$ cat src/rtl/rf_wb_arbiter.sv
// Register-file write-port arbiter: round-robin between pipeline WB (A) and mul/div (B), 1-cycle registered write, no buffering.
// Optional post-reset zero sweep of the RF when RF_WB_ARB_CLEAR_EN is defined (busy high, both readies low meanwhile).
module rf_wb_arbiter #(
    parameter int DATA_W  = 32,
    parameter int ADDR_W  = 5,
    parameter int REG_NUM = 32,
    parameter int R0_PROT = 1
) (
    input  logic              clk,
    input  logic              rst,
    input  logic              a_valid,
    output logic              a_ready,
    input  logic [ADDR_W-1:0] a_addr,
    input  logic [DATA_W-1:0] a_data,
    input  logic              b_valid,
    output logic              b_ready,
    input  logic [ADDR_W-1:0] b_addr,
    input  logic [DATA_W-1:0] b_data,
    output logic              rf_we,
    output logic [ADDR_W-1:0] rf_waddr,
    output logic [DATA_W-1:0] rf_wdata,
    output logic              busy
);

    logic              in_clear;
    logic [ADDR_W-1:0] clr_addr;

`ifdef RF_WB_ARB_CLEAR_EN
    typedef enum logic {ST_CLEAR, ST_ARB} state_t;

    localparam logic [ADDR_W-1:0] CLR_LAST = ADDR_W'(REG_NUM - 1);

    state_t            state_q, state_d;
    logic [ADDR_W-1:0] clr_cnt_q, clr_cnt_d;

    always_ff @(posedge clk) begin
        if (rst) begin
            state_q   <= ST_CLEAR;
            clr_cnt_q <= '0;
        end else begin
            state_q   <= state_d;
            clr_cnt_q <= clr_cnt_d;
        end
    end

    always_comb begin
        state_d   = state_q;
        clr_cnt_d = clr_cnt_q;
        if (state_q == ST_CLEAR) begin
            clr_cnt_d = clr_cnt_q + 1'b1;
            if (clr_cnt_q == CLR_LAST) begin
                state_d = ST_ARB;
            end
        end
    end

    assign in_clear = (state_q == ST_CLEAR);
    assign clr_addr = clr_cnt_q;
`else
    assign in_clear = 1'b0;
    assign clr_addr = '0;
`endif

    // last_grant_q: 1 means B was granted most recently, so A wins the next conflict.
    logic              last_grant_q, last_grant_d;
    logic              grant_a, grant_b;
    logic [ADDR_W-1:0] sel_addr;
    logic [DATA_W-1:0] sel_data;
    logic              discard;
    logic              rf_we_q, rf_we_d;
    logic [ADDR_W-1:0] rf_waddr_q, rf_waddr_d;
    logic [DATA_W-1:0] rf_wdata_q, rf_wdata_d;

    assign grant_a  = !in_clear && a_valid && (!b_valid || last_grant_q);
    assign grant_b  = !in_clear && b_valid && (!a_valid || !last_grant_q);
    assign sel_addr = grant_b ? b_addr : a_addr;
    assign sel_data = grant_b ? b_data : a_data;
    assign discard  = (R0_PROT != 0) && (sel_addr == '0);

    always_comb begin
        rf_we_d      = 1'b0;
        rf_waddr_d   = rf_waddr_q;
        rf_wdata_d   = rf_wdata_q;
        last_grant_d = last_grant_q;
        if (in_clear) begin
            rf_we_d    = 1'b1;
            rf_waddr_d = clr_addr;
            rf_wdata_d = '0;
        end else if (grant_a || grant_b) begin
            last_grant_d = grant_b;
            // Writes to r0 still complete the handshake but never reach the RF.
            if (!discard) begin
                rf_we_d    = 1'b1;
                rf_waddr_d = sel_addr;
                rf_wdata_d = sel_data;
            end
        end
    end

    always_ff @(posedge clk) begin
        if (rst) begin
            rf_we_q      <= 1'b0;
            rf_waddr_q   <= '0;
            rf_wdata_q   <= '0;
            last_grant_q <= 1'b1;
        end else begin
            rf_we_q      <= rf_we_d;
            rf_waddr_q   <= rf_waddr_d;
            rf_wdata_q   <= rf_wdata_d;
            last_grant_q <= last_grant_d;
        end
    end

    assign a_ready  = grant_a;
    assign b_ready  = grant_b;
    assign rf_we    = rf_we_q;
    assign rf_waddr = rf_waddr_q;
    assign rf_wdata = rf_wdata_q;
    assign busy     = in_clear;

endmodule
$ cat config.mk
export PLATFORM = sky130hd
export DESIGN_NAME = rf_wb_arbiter
export DESIGN_NICKNAME = d
export VERILOG_FILES = /design/src/rtl/rf_wb_arbiter.sv
export SDC_FILE = /design/constraint.sdc
export NUM_CORES = 1
export LEC_CHECK = 0
export ABC_AREA = 1
export CAP_MARGIN = 20
export CORE_MARGIN = 2
export CORE_UTILIZATION = 49
export CTS_CLUSTER_SIZE = 10
export DETAILED_ROUTE_END_ITERATION = 10
export DONT_BUFFER_PORTS = 1
export PLACE_DENSITY = 0.68
export RECOVER_POWER = 100
export SETUP_SLACK_MARGIN = 0.5
export SYNTH_ARGS = -nofsm -noshare
export SYNTH_HDL_FRONTEND = slang
export SYNTH_SLANG_ARGS = --single-unit
$ cat constraint.sdc
create_clock -name clk -period 2.1 [get_ports clk]
set_clock_uncertainty 0.05 [all_clocks]
set_input_delay 0.42 -clock clk [delete_from_list [all_inputs] [get_ports clk]]
set_output_delay 0.42 -clock clk [all_outputs]
set_load 0.02 [all_outputs]
==> flow_summary.toml <==
[synthesis]
seq_area_frac_synth_pct = 34.4
syn_inst = 369
ys_top_cells_by_area = "dfxtp_1 34%, nand2_1 24%, nand3_1 9.1%"
synth.distinct_cells = 21
synth_top_family_by_area = "simple AND/OR/NAND/NOR gates"
synth-compound-area-share_pct = 0.883
yosysWarnings = 0
yosys.area.top_type = "dfxtp_1"
netlist_area_um2 = 2270
syn_area_per_cell_um2 = 6.14
syn_nets = 447
synth_top_area_share_pct = 34.4
synth_xor_area_share_pct = 0
synthSimpleGateAreaFrac_pct = 52.2
ys_ff_latch = 39
synthMuxAreaShare_pct = 0
synthAdderAreaFrac_pct = 0

[timing]
rsz0062_at_grt = "yes"
fin_ws_ps = 312
setup_viol = 0
fin_hold_ws_ps = 140
fmax_ghz = 0.559
drv_slew = 0
final.min_clock_period_ps = 1790
setup_tns_ps = 0
hold_viol_final = 0
timing.final.crit_share_pct = 85.1

[critical_path]
cp_max_fo = 17
cp.arrival_ps = 1320
reg2reg_depth = 9
crit_type = "reg2out"
critical_path.most_common_cell = "nand2_8"
worstPathRequired_ps = 1630
path_cells = "nand2_8 > nand2_8 > inv_1 > clkbuf_2"
cp_slowest_cell = "dfxtp_4"
start_kind = "flop"
slowest_delay_ps = 370
endpoint_kind = "primary output"

[floorplanning]
fp.dieH_um = 72.0
die_width_um = 72.0
core_area_um2 = 4410
ios = 119
start_util_pct = 51.4
rows = 24
die_area_um2 = 5190

[clocking]
clk_path_buf_depth = 2
root_buffer = "clkbuf_8"
clock_latency_ps = 290
clkSinkCount = 39
htreeDepth = 2
cts_tree = "done"
clk_pin_slew_ps = 70
cts_buffers = 5

[detailed_routing]
drt_wl_total_um = 6480
wl_met3_um = 584
highest_layer = "met4"
initialDrtViolationCount = 138
num_vias = 2223
wire_per_inst_um = 14.8
met2_length_um = 2880
antenna_left = 0
drcViolationCount = 0
wl_met1_um = 2960
viasPerCell = 5.08
first_pass_iters = 4

[worst_hold_path]
min_path_cells = 1
worstHoldPathType = "in2reg"

[global_route]
grt_pass1_vias = 1980
grt_util_all_layers_pct = 24.7
antenna_found_initial = 0
grt-ovfl-total = 0
grt_pass1_wl_um = 9850
grt_max_degree = 21

[pwr]
p_sw_uw = 718
netSwitchingFraction_pct = 34.0
power_density_nw_per_um2 = 767
p_comb_share_pct = 23.4
power.internal_uw = 1390
clockPowerShare_pct = 30.9
pwr-share-seq_pct = 45.7
p_leak_uw = 0.00162
vdd_drop_max_v = 0.000397

[placed_design]
port_buffers = 0
dp_cells = 407
dp_slack_ps = 273
hpwl_um = 3610
gp_congestion = 0.728

[cells_and_area]
fin_cells = 438
nNetsFinal = 463
layout-drive-gt1-share_pct = 19.4
n_fill_cell = 442
n_antenna_cell = 0
area_growth_pct = 21.2

[flow_run]
maxCapViolCount = 0

[outcome]
status = "finished, final reports clean"
-- synthesized netlist by cell type (all sizes together) --
master  count
a21oi       3
buf        12
clkbuf      9
clkinv      1
conb        1
dfxtp      39
inv        37
nand2     151
nand3      41
nand3b      1
nor2       72
o21ai       1
or2         1
-- cells by family (layout without fill, tap and decap cells) --
family | after synthesis | in the layout
AO/OA/AOI/OAI | 4 | 4
flip-flops | 39 | 39
buffers and inverters | 59 | 65
other | 1 | 1
AND/OR/NAND/NOR | 266 | 277
-- power by group through the flow --
stage               Clock [µW]  Sequential [µW]  Combinational (µW)
floorplan                    0              969                 331
global placement             0              988                 360
detailed placement           0              988                 365
CTS                        652              972                 454
global route               702              975                 559
finish                     651              965                 493
-- registers in the layout, summed over array words and instances (netlist names) --
name	count
rf_wdata	32
rf_waddr	5
last_grant_q	1
rf_we	1
-- cells in the final DEF, fill, tap and decap left out, types with 5 or more instances in the layout --
master | synthesis | layout
nand3_1 | 41 | 36
nand3b_4 | 1 | 6
buf_4 | 1 | 13
nand3_2 | 0 | 5
nand2_8 | 0 | 7
nand2_1 | 145 | 135
dfxtp_1 | 39 | 38
nor2_2 | 30 | 9
nor2_1 | 40 | 59
clkbuf_8 | 0 | 6
inv_1 | 36 | 37
nand2_2 | 4 | 7
nand2_4 | 2 | 7
-- stage by stage --
step / area, µm² / total power [µW] / utilization [%]
5_1_grt: 2750 / 2240 / 62.3
6_report: 2750 / 2110 / 62.3
2_1_floorplan: 2310 / 1300 / -
3_3_place_gp: 2280 / 1350 / 51.6
4_1_cts: 2620 / 2080 / 59.3
3_5_place_dp: 2280 / 1350 / 51.6
-- worst paths after layout --
check	from	endpoint	slack (ps)
setup / recovery	last_grant_q$_SDFFE_PP1P_	b_ready	310
hold / removal	rst	rf_waddr[0]$_SDFFE_PP0P_	140
hold reg to reg	last_grant_q$_SDFFE_PP1P_	last_grant_q$_SDFFE_PP1P_	510
setup reg to reg	last_grant_q$_SDFFE_PP1P_	rf_wdata[3]$_SDFFE_PP0P_	400
-- cell type report --
type                       count  area, µm²  area share [%]
clock buffer                   6       82.6            3.00
clock inverter                 2       35.0            1.27
inverter                      38        143            5.19
multi-input combinational    282       1480            54.0
sequential                    39        785            28.5
tap                           52       65.1            2.37
timing repair buffer          19        155            5.64
-- worst max-delay path, delay by kind of cell, from the launching register on --
kind	cells	cell delay, ps
buf+inv	2	470
simple gates	2	180
flops	1	370
-- metal layers --
metal | vias up | track usage (%)
met1 | 968 | 32.9
met5 | - | 0
met4 | 0 | 5.03
met2 | 93 | 39.0
met3 | 9 | 8.47
li1 | 1153 | -
-- repair_timing --
item | CTS | global route
pin swaps | 9 | 13
gates resized for setup | 15 | 26
setup endpoints to repair | 36 | 38
hold buffers | 0 | 0
gates cloned | 7 | 4
setup buffers | 7 | 5
Power figures use the tool's default switching activity.
